## config.mk

```make
export PLATFORM = sky130hd
export DESIGN_NAME = radio_enable_sequencer
export DESIGN_NICKNAME = d
export VERILOG_FILES = /design/src/rtl/radio_seq_pkg.sv /design/src/rtl/radio_seq_chan.sv /design/src/rtl/radio_enable_sequencer.sv
export SDC_FILE = /design/constraint.sdc
export NUM_CORES = 1
export LEC_CHECK = 0
export CAP_MARGIN = 20
export CELL_PAD_IN_SITES_DETAIL_PLACEMENT = 1
export CELL_PAD_IN_SITES_GLOBAL_PLACEMENT = 1
export CORE_ASPECT_RATIO = 0.9
export CORE_MARGIN = 1
export CORE_UTILIZATION = 43
export CTS_CLUSTER_SIZE = 8
export DETAILED_ROUTE_END_ITERATION = 10
export DONT_BUFFER_PORTS = 1
export PLACE_DENSITY = 0.74
export SYNTH_ARGS = -nofsm -noshare
export SYNTH_HDL_FRONTEND = slang
export SYNTH_SLANG_ARGS = --single-unit
```

## constraint.sdc

```tcl
create_clock -name ck -period 2 [get_ports ck]
set_clock_uncertainty 0.1 [all_clocks]
set_input_delay 0.2 -clock ck [delete_from_list [all_inputs] [get_ports ck]]
set_output_delay 0.2 -clock ck [all_outputs]
set_load 0.005 [all_outputs]
```

## src/rtl/radio_seq_pkg.sv

```systemverilog
`default_nettype none
// ============================================================================
// Module      : radio_seq_pkg
// Description : Shared types and constants for the radio enable sequencer.
//               Holds the per-channel FSM state encoding and the minimum
//               ramp/settle count applied when a programmed count is zero.
// Revision    : 1.0 - initial release
// ============================================================================
package radio_seq_pkg;

    typedef enum logic [1:0] {
        IDLE   = 2'd0,
        RAMP   = 2'd1,
        RX     = 2'd2,
        SETTLE = 2'd3
    } radio_seq_state_e;

    // A programmed count of zero still spends one cycle in RAMP/SETTLE.
    localparam int RADIO_SEQ_MIN_CNT = 1;

endpackage : radio_seq_pkg
`default_nettype wire

```

## src/rtl/radio_seq_chan.sv

```systemverilog
`default_nettype none
// ============================================================================
// Module      : radio_seq_chan
// Description : One radio channel sequencer: IDLE -> RAMP -> RX -> SETTLE.
//               All outputs are registered alongside the state.
// Ports       : ck, arst            clock / async active-high reset
//               i_req_rx, i_req_off single-cycle start / stop requests
//               i_ramp_cycles       enable-to-rx_en delay (sampled at load)
//               i_settle_cycles     rx_en-off-to-enable-off delay
//               o_enable, o_rx_en   pre-clamp radio enables
//               o_busy              state is not IDLE
//               o_err_req           one-cycle pulse for a rejected request
// Revision    : 1.0 - initial release
// ============================================================================
module radio_seq_chan
    import radio_seq_pkg::*;
#(
    parameter int CNT_W = 8
) (
    input  logic             ck,
    input  logic             arst,
    input  logic             i_req_rx,
    input  logic             i_req_off,
    input  logic [CNT_W-1:0] i_ramp_cycles,
    input  logic [CNT_W-1:0] i_settle_cycles,
    output logic             o_enable,
    output logic             o_rx_en,
    output logic             o_busy,
    output logic             o_err_req
);

    localparam logic [CNT_W-1:0] c_min_cnt = CNT_W'(RADIO_SEQ_MIN_CNT);

    radio_seq_state_e r_state;
    logic [CNT_W-1:0] r_cnt;
    logic             r_enable;
    logic             r_rx_en;
    logic             r_busy;
    logic             r_err;

    logic [CNT_W-1:0] w_ramp_load;
    logic [CNT_W-1:0] w_settle_load;

    // Counts are clamped to at least one cycle at load time only.
    assign w_ramp_load   = (i_ramp_cycles   < c_min_cnt) ? c_min_cnt : i_ramp_cycles;
    assign w_settle_load = (i_settle_cycles < c_min_cnt) ? c_min_cnt : i_settle_cycles;

    always_ff @(posedge ck or posedge arst) begin
        if (arst) begin
            r_state  <= IDLE;
            r_cnt    <= '0;
            r_enable <= 1'b0;
            r_rx_en  <= 1'b0;
            r_busy   <= 1'b0;
            r_err    <= 1'b0;
        end else begin
            // Any start request outside IDLE is rejected, whatever else happens.
            r_err <= i_req_rx && (r_state != IDLE);

            case (r_state)
                IDLE: begin
                    // A stop in the same cycle cancels the start silently.
                    if (i_req_rx && !i_req_off) begin
                        r_state  <= RAMP;
                        r_cnt    <= w_ramp_load;
                        r_enable <= 1'b1;
                        r_busy   <= 1'b1;
                    end
                end
                RAMP: begin
                    // Abort takes priority over ramp completion.
                    if (i_req_off) begin
                        r_state <= SETTLE;
                        r_cnt   <= w_settle_load;
                    end else if (r_cnt <= c_min_cnt) begin
                        r_state <= RX;
                        r_cnt   <= '0;
                        r_rx_en <= 1'b1;
                    end else begin
                        r_cnt <= r_cnt - 1'b1;
                    end
                end
                RX: begin
                    if (i_req_off) begin
                        r_state <= SETTLE;
                        r_cnt   <= w_settle_load;
                        r_rx_en <= 1'b0;
                    end
                end
                SETTLE: begin
                    // Requests are ignored here; the count is never reloaded.
                    if (r_cnt <= c_min_cnt) begin
                        r_state  <= IDLE;
                        r_cnt    <= '0;
                        r_enable <= 1'b0;
                        r_busy   <= 1'b0;
                    end else begin
                        r_cnt <= r_cnt - 1'b1;
                    end
                end
                default: begin
                    r_state  <= IDLE;
                    r_cnt    <= '0;
                    r_enable <= 1'b0;
                    r_rx_en  <= 1'b0;
                    r_busy   <= 1'b0;
                end
            endcase
        end
    end

    assign o_enable  = r_enable;
    assign o_rx_en   = r_rx_en;
    assign o_busy    = r_busy;
    assign o_err_req = r_err;

endmodule : radio_seq_chan
`default_nettype wire

```

## src/rtl/radio_enable_sequencer.sv

```systemverilog
`default_nettype none
// ============================================================================
// Module      : radio_enable_sequencer
// Description : BIT_WIDTH independent radio power-up/receive sequencers with
//               an isolation clamp on the radio outputs for the power-gated
//               boundary. The clamp is the only combinational output path.
// Ports       : ck, arst                    clock / async active-high reset
//               isolate                     force radio outputs to 0
//               req_rx, req_off             per-channel start / stop pulses
//               ramp_cycles, settle_cycles  shared delay programming
//               radio_enable, radio_rx_en   clamped radio enables
//               busy, err_req               per-channel status (unclamped)
// Revision    : 1.0 - initial release
// ============================================================================
module radio_enable_sequencer #(
    parameter int BIT_WIDTH = 2,
    parameter int CNT_W     = 8
) (
    input  logic                 ck,
    input  logic                 arst,
    input  logic                 isolate,
    input  logic [BIT_WIDTH-1:0] req_rx,
    input  logic [BIT_WIDTH-1:0] req_off,
    input  logic [CNT_W-1:0]     ramp_cycles,
    input  logic [CNT_W-1:0]     settle_cycles,
    output logic [BIT_WIDTH-1:0] radio_enable,
    output logic [BIT_WIDTH-1:0] radio_rx_en,
    output logic [BIT_WIDTH-1:0] busy,
    output logic [BIT_WIDTH-1:0] err_req
);

    logic [BIT_WIDTH-1:0] w_enable;
    logic [BIT_WIDTH-1:0] w_rx_en;

    generate
        for (genvar g = 0; g < BIT_WIDTH; g++) begin : g_chan
            radio_seq_chan #(
                .CNT_W (CNT_W)
            ) u_chan (
                .ck              (ck),
                .arst            (arst),
                .i_req_rx        (req_rx[g]),
                .i_req_off       (req_off[g]),
                .i_ramp_cycles   (ramp_cycles),
                .i_settle_cycles (settle_cycles),
                .o_enable        (w_enable[g]),
                .o_rx_en         (w_rx_en[g]),
                .o_busy          (busy[g]),
                .o_err_req       (err_req[g])
            );
        end
    endgenerate

    // Sequencers keep running while isolated; only the radio pins are forced low.
    assign radio_enable = w_enable & ~{BIT_WIDTH{isolate}};
    assign radio_rx_en  = w_rx_en  & ~{BIT_WIDTH{isolate}};

endmodule : radio_enable_sequencer
`default_nettype wire

```

### Word level (Yosys, flattened, before mapping)

Cells that the tools add are included.

| operators by class | value |
|---|---|
| add/sub/neg operators | 2 |
| equal/unequal tests | 18 |
| magnitude comparators | 4 |
| reduce and logical (&&, ||, !) cells | 22 |
| muxes and demuxes | 38 |
| bitwise logic cells | 3 |

Operators by type and width:

| cell | count |
|---|---|
| 8-bit 2-to-1 mux | 10 |
| 8-bit case mux with 4 select lines | 2 |
| 2-bit 2-to-1 mux | 10 |
| 8-bit by 1-bit less-or-equal comparator with 1-bit output, second input constant | 2 |
| 8-bit by 1-bit less-than comparator with 1-bit output, second input constant | 2 |
| 2-bit case mux with 4 select lines | 2 |
| 4-bit AND reduction | 4 |
| 8-bit by 1-bit subtractor with 8-bit output, second input constant | 2 |
| 2-bit by 1-bit inequality test with 1-bit output, second input constant | 6 |
| 2-bit nonzero test | 6 |
| 1-bit 2-to-1 mux | 10 |
| 2-bit == test, second input constant | 4 |
| 2-bit inequality test, second input constant | 4 |
| 1-bit case mux with 2 select lines | 4 |
| 3-bit by 2-bit inequality test with 1-bit output, second input constant | 2 |
| 3-bit AND reduction | 2 |
| 2-bit bitwise AND | 2 |
| 2-bit by 1-bit == test with 1-bit output, second input constant | 2 |
| 1-bit logical AND | 4 |
| 2-bit zero test | 2 |
| 2-bit AND reduction | 2 |
| 1-bit zero test | 2 |
| 2-bit inverter | 1 |

| word-level totals | value |
|---|---|
| input port bits | 23 |
| flip-flop bits (word level) | 26 |
| logic and storage cells | 97 |

### Depth between registers and ports, before layout

| logic depth | value |
|---|---|
| depth after elaboration | 4 |
| depth in mapped cells | 8 |
| mapped depth without buffers | 6 |

### Cells and area by module

A second synthesis with hierarchy kept.

| unflattened totals | value |
|---|---|
| cells, all modules | 232 |
| area total of the unflattened synthesis | 2114.5 µm² |

By module, submodules not included:

| module | times used | seq. area each (µm²) | area an instance (µm²) | cells an instance |
|---|---|---|---|---|
| radio_seq_chan | 2 | 325.3 | 1044.8 | 114 |
| radio_enable_sequencer | 1 | 0.0 | 25.0 | 4 |

### Least setup slack after synthesis

No wires, ideal clock.

| timing path | value |
|---|---|
| path kind | reg2reg |
| start | register g_chan[1].u_chan.r_cnt[4] |
| end | register g_chan[1].u_chan.r_cnt[0] |
| data required time | 1.779 ns |
| data arrival time | 1.877 ns |
| period minus slack after synthesis | 2.098 ns |
| buffers on the path | 0 |
| stages on the path, launching flop included | 5 |
| library setup time | 0.121 ns |
| setup slack | -0.098 ns |
| cell sequence | dfrtp_1 > or4_4 > o32a_4 > a221o_1 > a22o_1 |

| on the way | value |
|---|---|
| longest elaborated chain between the ends | 4 |

RTL lines:

| element | line | RTL |
|---|---|---|
| from (decl) | radio_seq_chan.sv:35 | `logic [CNT_W-1:0] r_cnt;` |
| from (signal assigned) | radio_seq_chan.sv:65 | `r_cnt <= w_ramp_load;` |
| from (signal assigned) | radio_seq_chan.sv:74 | `r_cnt <= w_settle_load;` |
| from (signal assigned) | radio_seq_chan.sv:80 | `r_cnt <= r_cnt - 1'b1;` |
| 8-bit by 1-bit less-or-equal comparator with 1-bit output (*) | radio_seq_chan.sv:75, radio_seq_chan.sv:92 |  |
| 8-bit 2-to-1 mux (*) | radio_seq_chan.sv:75, radio_seq_chan.sv:92 |  |
| 8-bit 2-to-1 mux | radio_seq_chan.sv:72 | `if (i_req_off) begin` |
| 8-bit case mux with 4 select lines (*) | radio_seq_chan.sv:60 | `case (r_state)` |

Every way passes the cells marked *; elsewhere a longest branch is shown, timed or not.
A chain may end at the register's enable or synchronous reset.

### Final worst setup path

| timing path | value |
|---|---|
| start | register g_chan[1].u_chan.r_cnt[5] |
| end | register g_chan[1].u_chan.r_cnt[0] |

The elaborated chain is that of the path after synthesis.

==> flow_metrics.py <==
metrics = {
    "place": {
        "gp_routability_congestion": 0.955,
        "dp_worst_setup_slack_ns": -0.0912,
        "placed_cells": 338,
        "final_hpwl_dp_um": 5260,
        "numPortBuffers": 0,
    },
    "timing": {
        "final_period_minus_worst_setup_slack_ns": 2.01,
        "holdWs_ns": 0.00871,
        "period_share_pct": 101,
        "final_critical_path_setup_slack_ns": -0.0111,
        "max_slew_margin_vs_limit_pct": 67.8,
        "max_freq_mhz": 497,
        "worst_pin_slew_ns": 0.482,
        "slew_viol_final": 0,
        "finalHoldViolCount": 0,
        "grt_setup_unrepaired": "true",
        "setup_violating_endpoint_count_in_the_final_report": 1,
    },
    "cells_and_area": {
        "area.sequential_sq_um": 651,
        "final_cells": 355,
        "footprint_of_the_multi_input_gates_sq_mm": 0.00139,
        "fillers": 558,
        "layout_cell_share_with_drive_strength_beyond_1_pct": 22.9,
        "finalNetCount": 330,
        "layout-area-overhead-vs-synth_pct": 24.0,
        "final_core_utilization_pct": 57.0,
        "antenna-diode-count": 0,
    },
    "pwr": {
        "total_switching_power_mw": 2.20,
        "total_power_mw": 4.70,
        "p_int_mw": 2.50,
        "pwr_density_cell_mw_per_mm2": 1800,
        "p_comb_share_pct": 71.6,
        "seq_power_share_pct": 21.7,
        "power.clock.fraction_pct": 6.7,
        "sw_frac_of_total_pct": 46.8,
        "worst_ir_drop_vdd_mv": 0.700,
        "leakage_power_nw": 1.14,
    },
    "synthesis": {
        "synth.top_cell.area_share_pct": 30.9,
        "mappedNetlistNets": 289,
        "postSynthCellCount": 254,
        "yosysUniqueCellTypes": 51,
        "register_area_share_after_synthesis_pct": 30.9,
        "synth_edf_count": 0,
        "yosys_register_bits": 26,
        "synthFlopType": "dfrtp_1",
        "netlist_area_sq_mm": 0.00210,
        "synth.top_cells.by_area": "dfrtp_1, ha_1, nand2b_1, a21oi_1, o21ai_0",
        "yosys.cell_count.top_type": "dfrtp_1",
        "mean_syn_cell_area_sq_um": 8.28,
        "synth_top_area_cell": "dfrtp_1",
        "synthTopCellsByCount": "dfrtp_1, inv_1, nor2_1",
        "yosysWarnings": 0,
        "async_flop_share_pct": 100,
    },
    "clock_tree": {
        "tritoncts": "built",
        "cts_sinks": 26,
        "clock_latency_ns": 0.28,
        "cts.clk_slew.worst_paths_ns": 0.09,
        "clock_tree.htree_level_count": 1,
        "cts_inserted_buffers": 3,
        "ctsLongestPathBuffers": 2,
        "clock-root-buffer": "clkbuf_8",
    },
    "global_route": {
        "global_route_wire_length_before_repair_um": 10900,
        "grt_pass1_vias": 2168,
        "grt_antenna_before_repair": 0,
        "grt.total_usage_pct": 28.6,
        "maximum_number_of_pins_on_one_net_before_global_route_repair": 20,
        "overflow": 0,
    },
    "worst_setup_path": {
        "worstPathMaxFanout": 3,
        "worstPathRequired_ns": 2.08,
        "classification_of_the_worst_setup_path": "reg -> reg",
        "worstPathArrival_ns": 2.09,
        "reg2reg_slack_ns": -0.01,
        "critPathLaunchType": "flip-flop",
        "crit_path_end_kind": "flip-flop",
    },
    "route": {
        "drt_drc_violations_left": 0,
        "drt-initial-drc-count": 72,
        "route.antenna.remaining_nets": 0,
        "via_count": 2178,
        "first_pass_iters": 4,
        "routed_wire_length_per_instance_um": 19.7,
        "detail_routed_via_count_per_cell": 6.14,
        "drt-total-wl_um": 6990,
    },
    "floorplanning": {
        "design.die.area_sq_mm": 0.00518,
        "placementRows": 23,
        "die_width_um": 75.7,
        "design.core.area_sq_mm": 0.00458,
        "initial_utilization_pct": 46.0,
        "die_h_um": 68.4,
        "ios": 31,
    },
    "run": {
        "cap_viol_max_count": 0,
    },
    "worst_hold_path": {
        "worst_hold_path_type": "in -> reg",
    },
    "run_status": {
        "run_status": "finished, violations left",
        "failing_checks": "setup timing",
    },
}
[logic make-up (layout without fill, tap and decap cells)]
group / Yosys count / in the layout / synth area share [%]
AO/OA/AOI/OAI: 96 / 96 / 32.5
AND/OR/NAND/NOR: 85 / 85 / 21.5
buffers and inverters: 32 / 71 / 6.48
flip-flops: 26 / 26 / 30.9
adder cells (fa/ha/maj): 12 / 12 / 7.14
multiplexers: 3 / 3 / 1.49
[final timing paths]
check / startpoint / endpoint / depth (start not counted)
worst max-delay path: g_chan[1].u_chan.r_cnt[5] / g_chan[1].u_chan.r_cnt[0] / 4
worst min-delay path: ramp_cycles[1] / g_chan[0].u_chan.r_cnt[1] / 1
worst max register to register: g_chan[1].u_chan.r_cnt[5] / g_chan[1].u_chan.r_cnt[0] / 4
worst min register to register: g_chan[0].u_chan.o_rx_en / g_chan[0].u_chan.o_rx_en / 2
max in group asynchronous: arst / g_chan[1].u_chan.r_cnt[4] / 3
min in group asynchronous: arst / g_chan[1].u_chan.r_cnt[6] / 2
[sequential cells by signal, indices dropped and copies added (netlist names)]
signal,cells
g_chan.u_chan.o_rx_en,2
g_chan.u_chan.r_state,4
g_chan.u_chan.o_enable,1
g_chan.u_chan.o_busy,1
g_chan.u_chan.o_err_req,2
g_chan.u_chan.r_cnt,16
[stage by stage]
stage,setup TNS [ns],instance area (sq um)
final,-0.0111,2610
after global routing,-0.102,2610
after CTS,-0.0178,2510
after detailed placement,-0.144,2370
after global placement,-0.0122,2370
after floorplan,0,2100
[repair_timing]
item | in CTS | in global routing
hold buffers | 6 | 0
resized for setup | 5 | 15
endpoints found under the hold margin | 16 | 0
setup endpoints to repair | 6 | 15
buffers inserted | 3 | 5
gates cloned | 0 | 0
pin swaps | 2 | 1
[placed cells by master (no fill, tap or decap), types with 3 or more instances in the layout]
cell	instances
inv_1	19
a22o_1	5
a211oi_1	5
a21oi_1	15
nor3_1	3
ha_1	9
nor2b_1	7
dlygate4sd3_1	6
o32ai_1	3
buf_4	41
nor4_1	6
nand2b_1	14
nor2_1	18
nand4_1	4
clkbuf_8	3
o21ai_0	17
nand2_1	16
o211ai_1	7
a31oi_1	5
a21o_1	6
dfrtp_1	26
[worst max-delay path: stages (launching register included)]
cell	delay, ns
dfrtp_1	0.41
or4_4	0.55
o32a_4	0.33
a221o_1	0.33
a22o_1	0.18
[routing by layer]
metal / part of all wire, % / wire length [um] / track usage [%]
met1: 49 / 3450 / 41.7
met2: 44 / 3050 / 43.5
met3: 6.1 / 428 / 5.15
met4: 0.83 / 58 / 6.25
met5: 0 / 0 / 0
[power by group through the flow]
stage	registers [mW]	logic, mW	clock network [mW]
6_report	1.02	3.37	0.313
2_1_floorplan	0.992	1.94	0
5_1_grt	1.05	3.70	0.332
4_1_cts	1.01	3.08	0.315
3_5_place_dp	1.02	2.97	0
3_3_place_gp	1.01	2.89	0
[final cells by class]
| class | count | area share, % |
|---|---|---|
| multi-input combinational | 196 | 53.4 |
| sequential | 26 | 24.9 |
| timing repair buffer | 47 | 14.1 |
| inverter | 21 | 3.02 |
| tap | 62 | 2.97 |
| clock buffer | 3 | 1.58 |
No activity file was read; power rests on OpenSTA's default activity.
